`src/rtl/fft_stage_agu_if.sv`:
```
// Memory/butterfly side of the FFT address-generation unit: bank select,
// read/write addresses, twiddle index and their qualifying strobes.
interface fft_stage_agu_if #(
    parameter int LOG2N = 5
) ();
    // No back-pressure: rd_valid qualifies addr_1/addr_2/tw_idx in the same
    // cycle and write_enable qualifies addw_1/addw_2; the slave always accepts.
    logic             select;
    logic             write_enable;
    logic             rd_valid;
    logic [LOG2N-1:0] addr_1;
    logic [LOG2N-1:0] addr_2;
    logic [LOG2N-1:0] addw_1;
    logic [LOG2N-1:0] addw_2;
    logic [LOG2N-2:0] tw_idx;

    modport master (
        output select, write_enable, rd_valid,
        output addr_1, addr_2, addw_1, addw_2, tw_idx
    );

    modport slave (
        input select, write_enable, rd_valid,
        input addr_1, addr_2, addw_1, addw_2, tw_idx
    );
endinterface

```
`src/rtl/fft_stage_agu.sv`:
```
// Radix-2 DIT FFT stage sequencer: walks all LOG2N stages in place across a
// ping-pong bank pair, issuing butterfly reads and delayed matching writes.
module fft_stage_agu #(
    parameter int LOG2N  = 5,
    parameter int BF_LAT = 3,
    localparam int SW    = (LOG2N > 1) ? $clog2(LOG2N) : 1
) (
    input  logic          clk,
    input  logic          rst_n,
    input  logic          start,
    input  logic          src_bank,
    output logic          busy,
    output logic          done,
    output logic          result_bank,
    output logic [SW-1:0] stage,
    output logic [1:0]    stateDbg,
    fft_stage_agu_if.master mem
);

    typedef enum logic [1:0] {
        IDLE  = 2'd0,
        ISSUE = 2'd1,
        DRAIN = 2'd2,
        FIN   = 2'd3
    } state_t;

    localparam int CW = 4;
    localparam logic [LOG2N-2:0] LAST_J     = '1;
    localparam logic [SW-1:0]    LAST_STAGE = SW'(LOG2N - 1);
    localparam logic [CW-1:0]    LAST_CNT   = CW'(BF_LAT - 1);
    localparam logic             ODD_STAGES = 1'(LOG2N % 2);

    state_t            state, nextState;
    logic [LOG2N-2:0]  jQ, jNext;
    logic [SW-1:0]     stageQ, stageNext;
    logic [CW-1:0]     cntQ, cntNext;
    logic              loadStart, toggleSel;

    logic              selQ, srcQ, busyQ, doneQ, resultQ, rdValidQ;
    logic [LOG2N-1:0]  addr1Q, addr2Q;
    logic [LOG2N-2:0]  twQ;
    logic [LOG2N-1:0]  aNext, bNext;
    logic [LOG2N-2:0]  twNext;

    logic              pipeV [BF_LAT];
    logic [LOG2N-1:0]  pipeA [BF_LAT];
    logic [LOG2N-1:0]  pipeB [BF_LAT];

    // Upper-leg index: j with a zero spliced in at bit position s.
    function automatic logic [LOG2N-1:0] insertZero(input logic [LOG2N-2:0] jv,
                                                    input logic [SW-1:0] s);
        logic [LOG2N-1:0] jx;
        logic [LOG2N-1:0] lowMask;
        jx      = {1'b0, jv};
        lowMask = (LOG2N'(1) << s) - LOG2N'(1);
        return ((((jx >> s) << s) << 1) | (jx & lowMask));
    endfunction

    function automatic logic [LOG2N-2:0] twiddle(input logic [LOG2N-2:0] jv,
                                                 input logic [SW-1:0] s);
        logic [LOG2N-2:0] lowMask;
        lowMask = (LOG2N-1)'((LOG2N'(1) << s) - LOG2N'(1));
        return (jv & lowMask) << (LOG2N - 1 - int'(s));
    endfunction

    assign aNext  = insertZero(jNext, stageNext);
    assign bNext  = aNext | (LOG2N'(1) << stageNext);
    assign twNext = twiddle(jNext, stageNext);

    always_comb begin
        nextState = state;
        jNext     = jQ;
        stageNext = stageQ;
        cntNext   = cntQ;
        loadStart = 1'b0;
        toggleSel = 1'b0;
        unique case (state)
            IDLE: begin
                if (start) begin
                    loadStart = 1'b1;
                    nextState = ISSUE;
                    jNext     = '0;
                    stageNext = '0;
                end
            end
            ISSUE: begin
                if (jQ == LAST_J) begin
                    nextState = DRAIN;
                    cntNext   = '0;
                end else begin
                    jNext = jQ + 1'b1;
                end
            end
            DRAIN: begin
                // Bank select may only flip once every write of the stage has landed.
                if (cntQ == LAST_CNT) begin
                    if (stageQ != LAST_STAGE) begin
                        nextState = ISSUE;
                        stageNext = stageQ + 1'b1;
                        jNext     = '0;
                        toggleSel = 1'b1;
                    end else begin
                        nextState = FIN;
                    end
                end else begin
                    cntNext = cntQ + 1'b1;
                end
            end
            FIN:     nextState = IDLE;
            default: nextState = IDLE;
        endcase
    end

    // Outputs are registered from next-state values so they line up with the state.
    always_ff @(posedge clk or negedge rst_n) begin
        if (!rst_n) begin
            state    <= IDLE;
            jQ       <= '0;
            stageQ   <= '0;
            cntQ     <= '0;
            selQ     <= 1'b0;
            srcQ     <= 1'b0;
            busyQ    <= 1'b0;
            doneQ    <= 1'b0;
            resultQ  <= 1'b0;
            rdValidQ <= 1'b0;
            addr1Q   <= '0;
            addr2Q   <= '0;
            twQ      <= '0;
            for (int i = 0; i < BF_LAT; i++) begin
                pipeV[i] <= 1'b0;
                pipeA[i] <= '0;
                pipeB[i] <= '0;
            end
        end else begin
            state  <= nextState;
            jQ     <= jNext;
            stageQ <= stageNext;
            cntQ   <= cntNext;
            if (loadStart) begin
                srcQ <= src_bank;
                selQ <= src_bank;
            end else if (toggleSel) begin
                selQ <= ~selQ;
            end
            busyQ    <= (nextState != IDLE);
            doneQ    <= (nextState == FIN);
            rdValidQ <= (nextState == ISSUE);
            if (nextState == FIN) begin
                resultQ <= srcQ ^ ODD_STAGES;
            end
            if (nextState == ISSUE) begin
                addr1Q <= aNext;
                addr2Q <= bNext;
                twQ    <= twNext;
            end
            pipeV[0] <= rdValidQ;
            pipeA[0] <= addr1Q;
            pipeB[0] <= addr2Q;
            for (int i = 1; i < BF_LAT; i++) begin
                pipeV[i] <= pipeV[i-1];
                pipeA[i] <= pipeA[i-1];
                pipeB[i] <= pipeB[i-1];
            end
        end
    end

    assign busy        = busyQ;
    assign done        = doneQ;
    assign result_bank = resultQ;
    assign stage       = stageQ;
    assign stateDbg    = state;

    assign mem.select       = selQ;
    assign mem.rd_valid     = rdValidQ;
    assign mem.addr_1       = addr1Q;
    assign mem.addr_2       = addr2Q;
    assign mem.tw_idx       = twQ;
    assign mem.write_enable = pipeV[BF_LAT-1];
    assign mem.addw_1       = pipeA[BF_LAT-1];
    assign mem.addw_2       = pipeB[BF_LAT-1];

endmodule

```
`src/flat_wrapper.sv`:
```
// flat-port wrapper written by rule: the top's interface ports become plain ports
module fft_stage_agu_flat 
#(
    parameter int LOG2N  = 5,
    parameter int BF_LAT = 3,
    localparam int SW    = (LOG2N > 1) ? $clog2(LOG2N) : 1
)
  (clk, rst_n, start, src_bank, busy, done, result_bank, stage, stateDbg, mem_select, mem_write_enable, mem_rd_valid, mem_addr_1, mem_addr_2, mem_addw_1, mem_addw_2, mem_tw_idx);
  fft_stage_agu_if #(.LOG2N(LOG2N)) mem_i ();
  input  logic clk;
  input  logic rst_n;
  input  logic start;
  input  logic src_bank;
  output logic busy;
  output logic done;
  output logic result_bank;
  output logic [SW-1:0] stage;
  output logic [1:0] stateDbg;
  output wire logic [$bits(mem_i.select)-1:0] mem_select;
  output wire logic [$bits(mem_i.write_enable)-1:0] mem_write_enable;
  output wire logic [$bits(mem_i.rd_valid)-1:0] mem_rd_valid;
  output wire logic [$bits(mem_i.addr_1)-1:0] mem_addr_1;
  output wire logic [$bits(mem_i.addr_2)-1:0] mem_addr_2;
  output wire logic [$bits(mem_i.addw_1)-1:0] mem_addw_1;
  output wire logic [$bits(mem_i.addw_2)-1:0] mem_addw_2;
  output wire logic [$bits(mem_i.tw_idx)-1:0] mem_tw_idx;
  assign mem_select = mem_i.select;
  assign mem_write_enable = mem_i.write_enable;
  assign mem_rd_valid = mem_i.rd_valid;
  assign mem_addr_1 = mem_i.addr_1;
  assign mem_addr_2 = mem_i.addr_2;
  assign mem_addw_1 = mem_i.addw_1;
  assign mem_addw_2 = mem_i.addw_2;
  assign mem_tw_idx = mem_i.tw_idx;
  fft_stage_agu #(.LOG2N(LOG2N), .BF_LAT(BF_LAT)) u_core (.clk(clk), .rst_n(rst_n), .start(start), .src_bank(src_bank), .busy(busy), .done(done), .result_bank(result_bank), .stage(stage), .stateDbg(stateDbg), .mem(mem_i));
endmodule
```
`config.mk`:
```
export PLATFORM = sky130hd
export DESIGN_NAME = fft_stage_agu_flat
export DESIGN_NICKNAME = d
export VERILOG_FILES = /design/src/rtl/fft_stage_agu_if.sv /design/src/rtl/fft_stage_agu.sv /design/src/flat_wrapper.sv
export SDC_FILE = /design/constraint.sdc
export NUM_CORES = 1
export LEC_CHECK = 0
export ABC_AREA = 0
export ABC_CLOCK_PERIOD_IN_PS = 3350
export CORE_MARGIN = 3
export CORE_UTILIZATION = 49
export DETAILED_ROUTE_END_ITERATION = 8
export MAX_ROUTING_LAYER = met4
export PLACE_DENSITY = 0.75
export SLEW_MARGIN = 20
export SYNTH_ARGS = -nofsm -noshare
export SYNTH_HDL_FRONTEND = slang
export SYNTH_SLANG_ARGS = --single-unit
```
`constraint.sdc`:
```
create_clock -name clk -period 3.35 [get_ports clk]
set_input_delay 0.67 -clock clk [delete_from_list [all_inputs] [get_ports clk]]
set_output_delay 0.67 -clock clk [all_outputs]
set_load 0.05 [all_outputs]
```
# Word-level counts from Yosys, hierarchy flattened
# Cells that the tools add are included.
[word_totals]
ff_bits = 66
elab_cells = 76
[op_classes]
add_sub_neg = 5
eq_ne = 10
n_shift = 4
mux = 24
bitwise = 6
reduce_logical = 5
[ops]
columns = ["cell", "n"]
rows = [
  ["$shl 4x32->4", 1],
  ["$mux 4", 6],
  ["$pmux 4 s3", 1],
  ["$or 5x5->5", 2],
  ["$mux 3", 3],
  ["$add 4x1->4 const B", 2],
  ["$mux 2", 4],
  ["$pmux 2 s4", 1],
  ["$pmux 4 s2", 1],
  ["$mux 1", 7],
  ["$eq 2x2->1 const B", 3],
  ["$pmux 3 s2", 1],
  ["$reduce_bool 2->1", 3],
  ["$and 4x5->5", 1],
  ["$shl 1x3->5 const A", 1],
  ["$shl 5x3->4", 1],
  ["$shr 4x3->5", 1],
  ["$sub 5x2->5 const B", 1],
  ["$and 4x4->4", 1],
  ["$eq 2x1->1 const B", 2],
  ["$eq 4x2->1 const B", 1],
  ["$eq 4x4->1 const B", 1],
  ["$sub 3x3->4 const A", 1],
  ["$add 3x1->3 const B", 1],
  ["6 further kinds", 7],
]

# Depth between registers and ports, before layout
[logic_depth]
word_depth = 9
ltp_mapped = 15

# Worst setup path before layout
# No wires, ideal clock.
[synth_timing]
path_type = "reg-to-reg"
from = "reg u_core.state[0] (netlist: u_core.stateDbg[0])"
to = "reg u_core.twQ[3] (netlist: u_core.mem.tw_idx[3])"
setup_ns = 0.104
t_arrival_ns = 3.426
required_time_ns = 3.246
slack_ns = -0.179
path_stages_with_launch = 16
path_buffers = 1
period_less_slack_ns = 3.529
cell_sequence = "dfrtp_1 inv_1 ha_1 buf_2 nor2b_1 nand4b_1 o211a_1 inv_1 ha_1 ha_1 or4_1 o21ai_0 a41oi_1 a211oi_1 o211ai_1 o311ai_1"
[synth_between]
elab_chain_len = 6
[synth_rtl]
columns = ["item", "line_no", "rtl"]
rows = [
  ["start, declared", "fft_stage_agu.sv:33", "state_t state, nextState;"],
  ["start signal, assigned", "fft_stage_agu.sv:136", "state <= nextState;"],
  ["$eq 2x2->1 or $logic_not 2->1 (tied branches)", "fft_stage_agu.sv:77", "unique case (state)"],
  ["$pmux 3 s2 (*)", "fft_stage_agu.sv:77", ""],
  ["net u_core.stageNext[0]", "fft_stage_agu.sv:35", "logic [SW-1:0] stageQ, stageNext;"],
  ["$shl 1x3->5", "--", ""],
  ["$sub 5x2->5", "fft_stage_agu.sv:62", "lowMask = (LOG2N-1)'((LOG2N'(1) << s) - LOG2N'(1));"],
  ["$and 4x4->4", "fft_stage_agu.sv:63", "return (jv & lowMask) << (LOG2N - 1 - int'(s));"],
  ["$shl 4x32->4 (*)", "fft_stage_agu.sv:63", ""],
  ["end signal, assigned", "fft_stage_agu.sv:155", "twQ <= twNext;"],
  ["end, declared", "fft_stage_agu.sv:41", "logic [LOG2N-2:0] twQ;"],
]
# The timed path passes the listed nets; every way through them passes the cells marked *.
# A chain may end at the register's enable or synchronous reset.

# Worst setup path after layout
# Same ends and word-level chain as after synthesis.

==> metrics <==
n_diodes=0; worst skew pair latency=~340 ps; CP arrival=~3400 ps; hold crit path type=flip-flop to flip-flop; worst clock skew=7.07 ps; Die X=82.7 µm; Port Buffers=38; # setup viols final=0; fin nets=330; clk buf depth=2; area of the die=0.00684 mm²; Mapped Area=roughly 0.0029 mm²; # Post-CTS Setup Buffers=0; leak pwr=about 1.7 nW; initial antenna violation count=0; Pwr Density=about 430 mW/mm²; Initial Util=0.514; Worst Tran Pin Value=about 800 ps; CTS tree=built; Main synth FF type=dfrtp_1; launching element type of the critical path=flip-flop; Final Wtd Congestion=around 0.95; FF/Latch Area=0.00165 mm²; fin crit share=0.943; RSZ-0062 raised after global routing=no; Synth Area per Inst=~11 µm²; first-pass GRT wire length=between 9 and 10 mm; layout cells sized above 1=0.161; outcome=complete, no violations; TritonRoute pass-1 iters=4; H-Tree Depth=3; core region area=0.00561 mm²; async set-or-reset flop fraction in the synthesized netlist=1.00; via count=2096; reg2reg path depth=14; root buf cell=clkbuf_8; Worst slew margin=0.470; Fmax achieved=approximately 320 MHz; Setup WS post-layout=roughly 190 ps; CTS Hold Bufs=0; worst-path maximum fanout=9; Max VDD drop=248 µV; Synth-to-Final Area Change=26.1%; I/O Pins=39; all-layer global routing usage=0.202; number of global-route vias before repair=1918; Cells after Synth=259; initial DRC count=192; routed len/inst=roughly 16 µm; Setup WS pre-CTS=approximately 2.4 ps; register area share after synthesis=0.573; number of flops mapped to enable cells by yosys=0; DRT Wirelength=a little over 6 mm; largest net degree at the start of global routing=37; CTS resizes=0; worst hold stages=0; post-synthesis net count=between 200 and 300; Synth warnings=0; CTS Buf Count=9; DR DRC count=0; Max-Cap Viols=0; Sinks on Clock Net=66; WP data required=approximately 3600 ps; Post-DRT Antenna Nets=0; GRT overflow=0; area of the multi-input gates=between 0.001 and 0.0015 mm²; dpl hpwl=about 4.5 mm; post-DR vias/cell=approximately 5.4; Fillers=451; Die Y-Extent=82.7 µm; fin. max-slew vios=0; TNS Setup=0 ps; Rows=27; Tmin final=roughly 3200 ps; Netlist cell types=54; Crit Path Class=flip-flop to flip-flop; Worst-path clk slew=roughly 70 ps; crit path capture type=flip-flop; register bit count reported by yosys=between 60 and 70; hold violation count in the final report=0
## critical path: stages (launching register included)
cell and delay (ps):
dfrtp_2 440, inv_1 160, ha_4 220, buf_4 160, nor2_1 50, o21ai_0 160
and3_1 230, inv_1 130, ha_1 280, or4_1 500, o21ai_0 90, a41oi_1 80
a211oi_1 290, o211ai_1 140, o311ai_1 120
## cell families after synthesis
kind of cell,count (synthesis),synth area share
simple gates,82,0.142
flops,66,0.573
compound gates,62,0.157
buf+inv,32,0.0564
fa+ha+maj,14,0.0608
mux,2,0.00782
xor+xnor,1,0.00304
## through the flow
| stage | utilization | hold slack [ps] | total power [mW] | cells | instance area (µm²) |
|---|---|---|---|---|---|
| after CTS | 0.646 | 346 | 1.58 | 389 | 3620 |
| after floorplan | - | 331 | 0.812 | 259 | 2890 |
| after global routing | 0.648 | 357 | 1.62 | 389 | 3630 |
| final | 0.648 | 343 | 1.56 | 389 | 3630 |
| after detailed placement | 0.606 | 335 | 0.833 | 373 | 3400 |
| after global placement | 0.606 | 331 | 0.832 | 373 | 3400 |
## flip-flops by register name, indices dropped and copies added (netlist names), 2 cells and up
name,flops
u_core.mem.addr_1,5
u_core.jQ,4
u_core.cntQ,4
u_core.mem.tw_idx,4
u_core.stateDbg,2
u_core.pipeB,10
u_core.stage,3
u_core.mem.addw_1,5
u_core.pipeV,2
u_core.mem.addr_2,5
u_core.mem.addw_2,5
u_core.pipeA,10
## report_power, final
group | leakage [nW] | internal [mW] | total (mW) | switching (mW)
clock network | 0.115 | 0.426 | 0.745 | 0.319
logic | 0.766 | 0.00402 | 0.0197 | 0.0156
registers | 0.774 | 0.796 | 0.796 | 0
## metal layers
metal / vias up / routed length [µm] / GRT usage
li1: 1007 / - / -
met1: 1012 / 2760 / 0.280
met2: 66 / 2860 / 0.288
met3: 11 / 372 / 0.0510
met4: 0 / 113 / 0.0752
met5: - / 0 / -
## Yosys cell counts (3+ instances only)
| library cell | number | area share |
|---|---|---|
| buf_4 | 10 | 0.026 |
| dfrtp_1 | 66 | 0.57 |
| nor2_1 | 14 | 0.018 |
| o211ai_1 | 3 | 0.0078 |
| o21ai_0 | 15 | 0.026 |
| inv_1 | 17 | 0.022 |
| nand3_1 | 8 | 0.014 |
| buf_2 | 4 | 0.0069 |
| ha_1 | 14 | 0.061 |
| a31oi_1 | 6 | 0.013 |
| nand2b_1 | 4 | 0.0087 |
| nand2_1 | 33 | 0.043 |
| a21oi_1 | 6 | 0.010 |
| o21a_1 | 3 | 0.0078 |
| nor2b_1 | 7 | 0.015 |
## cells in the final DEF, fill, tap and decap left out, types with 2 or more instances in the layout
cell	synthesis	final
o211a_1	2	2
o21a_1	3	3
nand2b_1	4	4
a41oi_1	2	2
nor2_1	14	14
o21ai_0	15	15
dfrtp_1	66	64
clkbuf_8	0	9
inv_1	17	17
and2_1	2	2
ha_1	14	13
buf_4	10	19
nand3_1	8	8
o31ai_1	2	2
dfrtp_2	0	2
clkdlybuf4s50_1	0	37
nand2_1	33	33
bufinv_16	0	2
a21oi_1	6	6
nor2b_1	7	6
o211ai_1	3	3
nor3_1	2	2
clkinv_4	0	3
a22o_2	2	2
a211oi_1	2	2
mux2_2	2	2
and3_1	2	2
a21o_1	2	2
a31oi_1	6	6
## worst paths after layout
check                                  endpoint  slack (ps)                from
min in group asynchronous           u_core.srcQ         410               rst_n
min                        u_core.mem.addw_2[0]         340     u_core.pipeB[5]
max                        u_core.mem.tw_idx[3]         190  u_core.stateDbg[0]
max in group asynchronous      u_core.pipeB[13]        2220               rst_n
min reg2reg                u_core.mem.addw_2[0]         340     u_core.pipeB[5]
max reg2reg                u_core.mem.tw_idx[3]         190  u_core.stateDbg[0]
## area by class of cell
cell class | count | share of cell area
tap | 72 | 0.0248
sequential | 66 | 0.455
clock inverter | 7 | 0.0282
clock buffer | 9 | 0.0341
inverter | 17 | 0.0176
timing repair buffer | 57 | 0.143
multi-input combinational | 161 | 0.298
Note: power is estimated with default switching activity, not from simulation.
